### config.mk
export PLATFORM = sky130hd
export DESIGN_NAME = if_stage
export DESIGN_NICKNAME = d
export VERILOG_FILES = /design/src/rtl/if_stage_pkg.sv /design/src/rtl/if_stage_fetch_buffer.sv /design/src/rtl/if_stage.sv
export SDC_FILE = /design/constraint.sdc
export NUM_CORES = 1
export LEC_CHECK = 0
export BUFFER_PORTS_ARGS = -buffer_cell sky130_fd_sc_hd__buf_2
export CORE_UTILIZATION = 31
export CTS_CLUSTER_SIZE = 20
export DETAILED_ROUTE_END_ITERATION = 10
export PLACE_DENSITY = 0.48
export RECOVER_POWER = 50
export SETUP_SLACK_MARGIN = 0.1
export SLEW_MARGIN = 15
export SYNTH_ARGS = -nofsm -noshare
export SYNTH_HDL_FRONTEND = slang
export SYNTH_HIERARCHICAL = 1
export SYNTH_SLANG_ARGS = --single-unit
### constraint.sdc
create_clock -name clk -period 6.69 [get_ports clk]
set_clock_uncertainty 0.05 [all_clocks]
set_input_delay 0.3345 -clock clk [delete_from_list [all_inputs] [get_ports clk]]
set_output_delay 0.3345 -clock clk [all_outputs]
set_load 0.02 [all_outputs]
### src/rtl/if_stage_pkg.sv
// Shared types and constants for the RV32I instruction-fetch stage.
package if_stage_pkg;

    localparam int          INSTRUCTION_SIZE = 32;
    localparam logic [31:0] NOP_INSTR        = 32'h0000_0013;

    typedef enum logic [1:0] {
        IF_FETCH = 2'b00,
        IF_WAIT  = 2'b01,
        IF_DROP  = 2'b10
    } if_state_e;

    typedef struct packed {
        logic [31:0]                 pc;
        logic [INSTRUCTION_SIZE-1:0] instr;
    } fetch_entry_t;

endpackage

### src/rtl/if_stage_fetch_buffer.sv
// Small flushable FIFO of {pc, instr}; head is read combinationally.
module fetch_buffer
    import if_stage_pkg::*;
#(
    parameter int DEPTH = 2,
    localparam int PW   = $clog2(DEPTH),
    localparam int CW   = PW + 1
) (
    input  logic                        clk,
    input  logic                        rst,
    input  logic                        flush_i,
    input  logic                        push_i,
    input  logic [31:0]                 push_pc_i,
    input  logic [INSTRUCTION_SIZE-1:0] push_instr_i,
    input  logic                        pop_i,
    output logic [CW-1:0]               count_o,
    output logic [31:0]                 head_pc_o,
    output logic [INSTRUCTION_SIZE-1:0] head_instr_o
);

    fetch_entry_t  mem_q [DEPTH];
    logic [PW-1:0] rd_q, wr_q;
    logic [CW-1:0] cnt_q;

    // DEPTH is a power of two, so the pointers wrap by plain overflow.
    always_ff @(posedge clk) begin
        if (!rst || flush_i) begin
            rd_q  <= '0;
            wr_q  <= '0;
            cnt_q <= '0;
        end else begin
            if (push_i) begin
                mem_q[wr_q] <= '{pc: push_pc_i, instr: push_instr_i};
                wr_q        <= wr_q + 1'b1;
            end
            if (pop_i) rd_q <= rd_q + 1'b1;
            cnt_q <= cnt_q + CW'(push_i) - CW'(pop_i);
        end
    end

    assign count_o      = cnt_q;
    assign head_pc_o    = mem_q[rd_q].pc;
    assign head_instr_o = mem_q[rd_q].instr;

endmodule

### src/rtl/if_stage.sv
// Instruction-fetch stage: owns the fetch PC, issues one request at a time to
// instruction memory, buffers responses for decode, and handles redirects.
module if_stage
    import if_stage_pkg::*;
#(
    parameter logic [31:0] RESET_PC  = 32'h0000_0000,
    parameter int          BUF_DEPTH = 2
) (
    input  logic        clk,
    input  logic        rst,
    output logic        imem_req_valid,
    input  logic        imem_req_ready,
    output logic [31:0] imem_req_addr,
    input  logic        imem_rsp_valid,
    input  logic [31:0] imem_rsp_data,
    input  logic        redirect_valid,
    input  logic [31:0] redirect_pc,
    output logic        id_valid,
    input  logic        id_ready,
    output logic [31:0] id_instr,
    output logic [31:0] id_pc,
    output logic [31:0] fetch_pc_debug
);

    localparam int CW = $clog2(BUF_DEPTH) + 1;

    if_state_e     state_q;
    logic [31:0]   fetch_pc_q, req_pc_q;
    logic [CW-1:0] count;
    logic [31:0]   head_pc, head_instr;
    logic          buf_empty, req_hs, push, pop;

    assign buf_empty      = (count == '0);
    assign imem_req_valid = rst && (state_q == IF_FETCH) && (count < CW'(BUF_DEPTH))
                            && !redirect_valid;
    assign imem_req_addr  = fetch_pc_q;
    assign req_hs         = imem_req_valid && imem_req_ready;
    // A response coinciding with a redirect belongs to the old path.
    assign push           = (state_q == IF_WAIT) && imem_rsp_valid && !redirect_valid;

    assign id_valid       = rst && !buf_empty && !redirect_valid;
    assign pop            = id_valid && id_ready;
    assign id_instr       = (rst && !buf_empty) ? head_instr : NOP_INSTR;
    assign id_pc          = (rst && !buf_empty) ? head_pc : 32'h0;
    assign fetch_pc_debug = fetch_pc_q;

    always_ff @(posedge clk) begin
        if (!rst) begin
            state_q    <= IF_FETCH;
            fetch_pc_q <= RESET_PC;
            req_pc_q   <= '0;
        end else begin
            unique case (state_q)
                IF_FETCH: if (req_hs) begin
                    state_q    <= IF_WAIT;
                    req_pc_q   <= fetch_pc_q;
                    fetch_pc_q <= fetch_pc_q + 32'd4;
                end
                IF_WAIT: begin
                    if (imem_rsp_valid)      state_q <= IF_FETCH;
                    else if (redirect_valid) state_q <= IF_DROP;
                end
                IF_DROP: if (imem_rsp_valid) state_q <= IF_FETCH;
                default: state_q <= IF_FETCH;
            endcase
            if (redirect_valid) fetch_pc_q <= {redirect_pc[31:2], 2'b00};
        end
    end

    fetch_buffer #(.DEPTH(BUF_DEPTH)) u_buf (
        .clk          (clk),
        .rst          (rst),
        .flush_i      (redirect_valid),
        .push_i       (push),
        .push_pc_i    (req_pc_q),
        .push_instr_i (imem_rsp_data),
        .pop_i        (pop),
        .count_o      (count),
        .head_pc_o    (head_pc),
        .head_instr_o (head_instr)
    );

endmodule

==> results of run 1 <==
## critical path: stages
cell	delay [ps]
sky130_fd_sc_hd__clkbuf_1	670
sky130_fd_sc_hd__nor2_1	440
sky130_fd_sc_hd__and4_2	260
sky130_fd_sc_hd__clkbuf_1	1510
sky130_fd_sc_hd__nand3_1	630
sky130_fd_sc_hd__or3_1	500
sky130_fd_sc_hd__a31oi_1	150
## report_power, final
group          total [mW]  switching, mW  internal (mW)
Combinational       0.127         0.0852         0.0413
Clock                1.06          0.490          0.573
Sequential           1.32         0.0276           1.29
Total                2.51          0.603           1.90
## synthesized netlist by cell type (6+ instances only)
library cell / n / share of area (%)
sky130_fd_sc_hd__a21oi_1: 46 / 2.7
sky130_fd_sc_hd__a31oi_1: 8 / 0.58
sky130_fd_sc_hd__and2_1: 63 / 4.5
sky130_fd_sc_hd__and3_1: 14 / 1.0
sky130_fd_sc_hd__buf_12: 6 / 1.4
sky130_fd_sc_hd__buf_4: 34 / 2.9
sky130_fd_sc_hd__clkbuf_1: 25 / 1.1
sky130_fd_sc_hd__dfxtp_1: 67 / 15
sky130_fd_sc_hd__edfxtp_1: 128 / 44
sky130_fd_sc_hd__inv_1: 10 / 0.43
sky130_fd_sc_hd__mux2_4: 60 / 10
sky130_fd_sc_hd__nand2_1: 85 / 3.7
sky130_fd_sc_hd__nand3_1: 15 / 0.87
sky130_fd_sc_hd__nand4_1: 11 / 0.79
sky130_fd_sc_hd__nor2_1: 18 / 0.78
sky130_fd_sc_hd__nor3_1: 6 / 0.35
sky130_fd_sc_hd__o21ai_0: 7 / 0.40
sky130_fd_sc_hd__o22ai_1: 9 / 0.65
sky130_fd_sc_hd__or3_1: 6 / 0.43
sky130_fd_sc_hd__xor2_1: 7 / 0.71
## registers in the layout, indices dropped and copies added, names as in the netlist, named ones only
name,cells
u_buf/count_o,2
req_pc_q,30
u_buf/rd_q,1
state_q,2
u_buf/wr_q,1
fetch_pc_debug,30
u_buf/mem_q,128
## metal layers
metal | GRT usage (%) | vias to the layer above
met4 | 3.173 | 2
met2 | 23.99 | 174
met3 | 3.521 | 11
met1 | 19.27 | 2686
li1 | - | 2743
met5 | 0 | -
## through the flow
step / hold slack, ps / power (mW) / setup WS (ps)
2_1_floorplan: 361.3 / 1.428 / 527.3
3_3_place_gp: 382.3 / 1.479 / 3786
3_5_place_dp: 391.9 / 1.479 / 3765
4_1_cts: 20.18 / 2.547 / 3621
5_1_grt: 9.575 / 2.606 / 2075
6_report: 45.38 / 2.507 / 2461
## logic make-up after synthesis
group	after synthesis	synth area share (%)
other	1	0.04324
muxes	66	11.14
xor gates and xnor gates	12	1.370
buffers and inverters	83	6.318
adders and majority gates	3	0.4328
AOI/OAI and AO/OA	93	6.492
DFF	195	59.78
and+or+nand+nor	237	14.43
## area by class of cell
class / instances / area share (%)
sequential: 195 / 50.88
clock buffer: 18 / 4.208
inverter: 10 / 0.3681
tap: 372 / 4.564
timing repair buffer: 201 / 9.005
multi-input combinational: 419 / 29.19
clock inverter: 14 / 1.791
## how the worst max path moves through the flow
stage	from	end	slack, ps	cells after the start
2_1_floorplan	redirect_valid	u_buf/mem_q[0][0]	530	4
3_3_place_gp	redirect_valid	u_buf/count_o[1]	3790	8
3_5_place_dp	redirect_valid	u_buf/mem_q[1][5]	3760	5
4_1_cts	flip-flop	id_pc[22]	3620	4
5_1_grt	redirect_valid	fetch_pc_debug[24]	2080	7
6_report	redirect_valid	fetch_pc_debug[24]	2460	7
==> results.json, run 1 <==
{
  "dominantRegCellSynth": "sky130_fd_sc_hd__edfxtp_1",
  "first_global_vias": 5466,
  "irDropWorstVdd_mv": 0.1132,
  "netlist_area_mm2": 0.008673,
  "r2r-start": "state_q[1]",
  "grt_antenna_before_repair": 1,
  "dr_wl_met2_um": 9701,
  "grt.overflow.total": 0,
  "grt_pass1_wl_um": 31430,
  "max_slew.worst_pin.slew_ps": 2132,
  "antennaDiodeCount": 0,
  "synth_seq_cells": 195,
  "async_flop_share_pct": 0,
  "seqCellArea_mm2": 0.005189,
  "cts_tree": "yes",
  "timing.max_cap.violations": 3,
  "fillCellCount": 2777,
  "io_pins": 200,
  "worstReg2RegEnd": "fetch_pc_debug[24]",
  "worstHoldPathType": "in -> reg",
  "drcViolationCount": 0,
  "cp_max_fo": 42,
  "cp.arrival_ps": 4530,
  "unrepaired_setup_endpoints_after_global_routing": "no",
  "ctsRootBufferMaster": "sky130_fd_sc_hd__clkbuf_16",
  "drt_wl_cell_um": 16.59,
  "via_per_inst": 4.570,
  "routabilityCongestion": 0.7337,
  "post_cts.repair.setup_buffers": 0,
  "setup_viol": 0,
  "hold_path.startpoint": "imem_rsp_data[27]",
  "cts-resized-gates": 0,
  "timing.final.crit_share_pct": 63.21,
  "track_usage_pct": 14.54,
  "syn_inst": 690,
  "final_layout_size_suffix_gt1_share_pct": 26.02,
  "finalNetCount": 917,
  "syn_to_final_growth_pct": 17.58,
  "area_of_all_placed_cells_without_fillers_mm2": 0.01020,
  "drt-total-wl_um": 20390,
  "layout_commonest_cell": "sky130_fd_sc_hd__edfxtp_1",
  "top_signal_layer_used": "met5",
  "ctsHoldBuffers": 0,
  "timing.slew.headroom_pct": -42.17,
  "critPathCaptureType": "flip-flop",
  "worst_setup_hold_path_clk_slew_ps": 70,
  "routed_met3_length_um": 998,
  "path_class": "in -> reg",
  "layout.cells.most_common_list": "sky130_fd_sc_hd__edfxtp_1, sky130_fd_sc_hd__buf_2, sky130_fd_sc_hd__nand2_1, sky130_fd_sc_hd__clkbuf_1, sky130_fd_sc_hd__dfxtp_1",
  "clkLatencyLatePin_ps": 430,
  "final-instance-count-excl-fill": 1229,
  "fp-row-count": 60,
  "powerDensity_mw_per_mm2": 245.8,
  "start_util_pct": 31.92,
  "run_status": "complete, but fails checks",
  "critPathRequiredTime_ps": 6990,
  "core_box_area_mm2": 0.02718,
  "dieArea_mm2": 0.02865,
  "synth.distinct_cells": 53,
  "timing.setup.tns_ps": 0,
  "maxClockFrequency_ghz": 0.2365,
  "worstHoldPathCells": 1,
  "synthesis_warnings": 6,
  "maximum_number_of_pins_on_one_net_before_global_route_repair": 61,
  "reg2reg_setup_slack_ps": 2960,
  "cp-start-kind": "input port",
  "place_hpwl_um": 13050,
  "numCtsBuffers": 17,
  "synth.yosys.seq_area_share_pct": 59.78,
  "failed_checks": "max-capacitance violations, max-slew violations",
  "synth_edf_count": 128,
  "drt_first_pass_iters": 5,
  "slew_violations": 112,
  "detail_route.wirelength.met1_um": 9579,
  "hold_viol": 0,
  "clock_sinks": 195,
  "ant_nets": 0,
  "h-tree-depth": 4,
  "1st_iter_drt_viols": 281,
  "die_h_um": 169.3,
  "final_core_utilization_pct": 37.53,
  "cts_max_path_buffers": 2,
  "die_width_um": 169.3,
  "multi_input_comb_area_mm2": 0.002977,
  "total_placed_instance_area_mm2": 0.009702,
  "avgSynthCellArea_um2": 12.57,
  "p_leak_nw": 3.838,
  "worst_hold_path.endpoint": "u_buf/mem_q[1][27]",
  "io_buffer_count": 193,
  "layout_min_cycle_time_ps": 4229,
  "ff2ff_path_depth": 6,
  "detailroute.via_count": 5616,
  "placed_cells": 1197
}
(Power assumes the default switching activity.)
==> run 2: changes to the inputs <==
Clock period 6.69 ns to 4.4 ns, I/O delays scaled along.
==> results.json, run 2 (synthesis results as in run 1) <==
{
  "grt_pass1_wl_um": 31920,
  "io_buffer_count": 193,
  "core_box_area_mm2": 0.02718,
  "detailroute.via_count": 5854,
  "hold_viol": 0,
  "irDropWorstVdd_mv": 0.1960,
  "critical-path-slowest-cell": "sky130_fd_sc_hd__clkbuf_1",
  "cp_max_fo": 37,
  "routabilityCongestion": 0.7438,
  "seqPwrFrac_pct": 54.3,
  "largest_register": "u_buf/mem_q",
  "final_critical_path_setup_slack_ps": 1000,
  "die_h_um": 169.3,
  "p_int_mw": 2.789,
  "h-tree-depth": 4,
  "layout.cells.most_common_list": "sky130_fd_sc_hd__edfxtp_1, sky130_fd_sc_hd__buf_2, sky130_fd_sc_hd__nand2_1, sky130_fd_sc_hd__clkbuf_1, sky130_fd_sc_hd__dfxtp_1",
  "max_slew.worst_pin.slew_ps": 1794,
  "cp-start-kind": "input port",
  "failed_checks": "max-capacitance violations, max-slew violations",
  "io_pins": 200,
  "via_per_inst": 4.602,
  "drcViolationCount": 0,
  "die_width_um": 169.3,
  "timing.slew.headroom_pct": -19.58,
  "fp-row-count": 60,
  "syn_to_final_growth_pct": 21.94,
  "start_util_pct": 31.92,
  "ant_nets": 0,
  "finalNetCount": 962,
  "worst_setup_hold_path_clk_slew_ps": 70,
  "placed_cells": 1199,
  "ctsRootBufferMaster": "sky130_fd_sc_hd__clkbuf_16",
  "numCtsBuffers": 17,
  "post_cts.repair.setup_buffers": 0,
  "layout_commonest_cell": "sky130_fd_sc_hd__edfxtp_1",
  "final_layout_size_suffix_gt1_share_pct": 24.56,
  "final_core_utilization_pct": 38.92,
  "track_usage_pct": 14.73,
  "timing.max_cap.violations": 1,
  "cts_max_path_buffers": 2,
  "maximum_number_of_pins_on_one_net_before_global_route_repair": 62,
  "place_hpwl_um": 13280,
  "timing.final.crit_share_pct": 77.26,
  "critPathCaptureType": "flip-flop",
  "unrepaired_setup_endpoints_after_global_routing": "no",
  "clock_power_share_pct": 39.7,
  "powerDensity_mw_per_mm2": 348.7,
  "1st_iter_drt_viols": 298,
  "cp.arrival_ps": 3710,
  "drt-total-wl_um": 20750,
  "switching_share_pct": 24.38,
  "slew_violations": 38,
  "setup_viol": 0,
  "combinationalPowerShare_pct": 6.0,
  "clkLatencyLatePin_ps": 430,
  "clock_sinks": 195,
  "maxClockFrequency_ghz": 0.2942,
  "grt_antenna_before_repair": 1,
  "p_leak_nw": 3.995,
  "drt_first_pass_iters": 4,
  "finalPower_mw": 3.688,
  "path_class": "in -> reg",
  "grt.overflow.total": 0,
  "p_switching_mw": 0.8992,
  "run_status": "complete, but fails checks",
  "cts_tree": "yes",
  "cp_slowest_stage_delay_ps": 1260,
  "final-instance-count-excl-fill": 1272,
  "worstHoldPathType": "in -> reg",
  "dieArea_mm2": 0.02865,
  "first_global_vias": 5578,
  "pre_cts_ws_ps": 1623,
  "timing.setup.tns_ps": 0,
  "layout_min_cycle_time_ps": 3400,
  "cts-resized-gates": 0,
  "drt_wl_cell_um": 16.31,
  "critical_path.cell_chain": "clkbuf_1 -> inv_1 -> and3_1 -> ha_1 -> inv_1 -> ha_1 -> xnor3_1 -> nor2_1",
  "largest_reg_flops": 128,
  "critPathRequiredTime_ps": 4710,
  "antennaDiodeCount": 0
}
[run 2: changes by cell type in the layout (fill, tap and decap cells not counted), sizes merged]
cell,previous run,this run
buf,119,118
clkbuf,100,102
dlygate4sd3,0,43
inv,19,16
bufinv,2,0
clkinv,3,7
[run 2: power groups by stage]
stage	clock [mW]	combinational (mW)	sequential (mW)
floorplan	0	0.123	2.05
global placement	0	0.205	2.04
detailed placement	0	0.206	2.04
CTS	1.51	0.236	2.00
global route	1.58	0.243	2.01
finish	1.46	0.223	2.00
[run 2: per-layer routing]
layer,vias to the layer above,global-route usage [%],part of all wire (%),wire length (um)
met5,-,0,0.063,13
met4,2,3.525,0.73,152
met3,14,3.521,5.1,1048
met2,179,23.64,47,9682
met1,2826,19.99,47,9850
li1,2833,-,-,-
[run 2: per-stage QoR]
stage	cell area (um^2)	hold WS (ps)
final	10580	24.47
after global placement	9723	357.8
after detailed placement	9723	362.7
after global routing	10580	9.399
after floorplan	8705	246.8
after CTS	10690	0.1135
[run 2: worst paths after layout]
kind,endpoint,from,slack [ps],cells after the start
max,u_buf/count_o[1],redirect_valid,1000,8
min,fetch_pc_debug[9],redirect_pc[9],20,3
max reg2reg,u_buf/mem_q[0][0],state_q[1],1770,4
min reg2reg,u_buf/mem_q[0][63],req_pc_q[31],400,0
[run 2: layout make-up]
cell class	count	area [um^2]
repair buffers	246	1361
well taps	372	465.4
clock buffers	17	425.4
multi-input cells	419	2975
fillers	2761	16600
clock inverters	13	122.6
flip-flops and latches	195	5189
inverters	10	37.54
[run 2: timing repair]
action	in CTS	in global routing
setup endpoints to repair	0	0
endpoints found under the hold margin	74	1
hold buffers	42	1
[run 2: worst max-delay path, delay by kind of cell]
| kind | cells | cell delay (ps) |
|---|---|---|
| xor gates and xnor gates | 1 | 210 |
| adders and majority gates | 2 | 450 |
| buffers and inverters | 3 | 2320 |
| and+or+nand+nor | 2 | 510 |
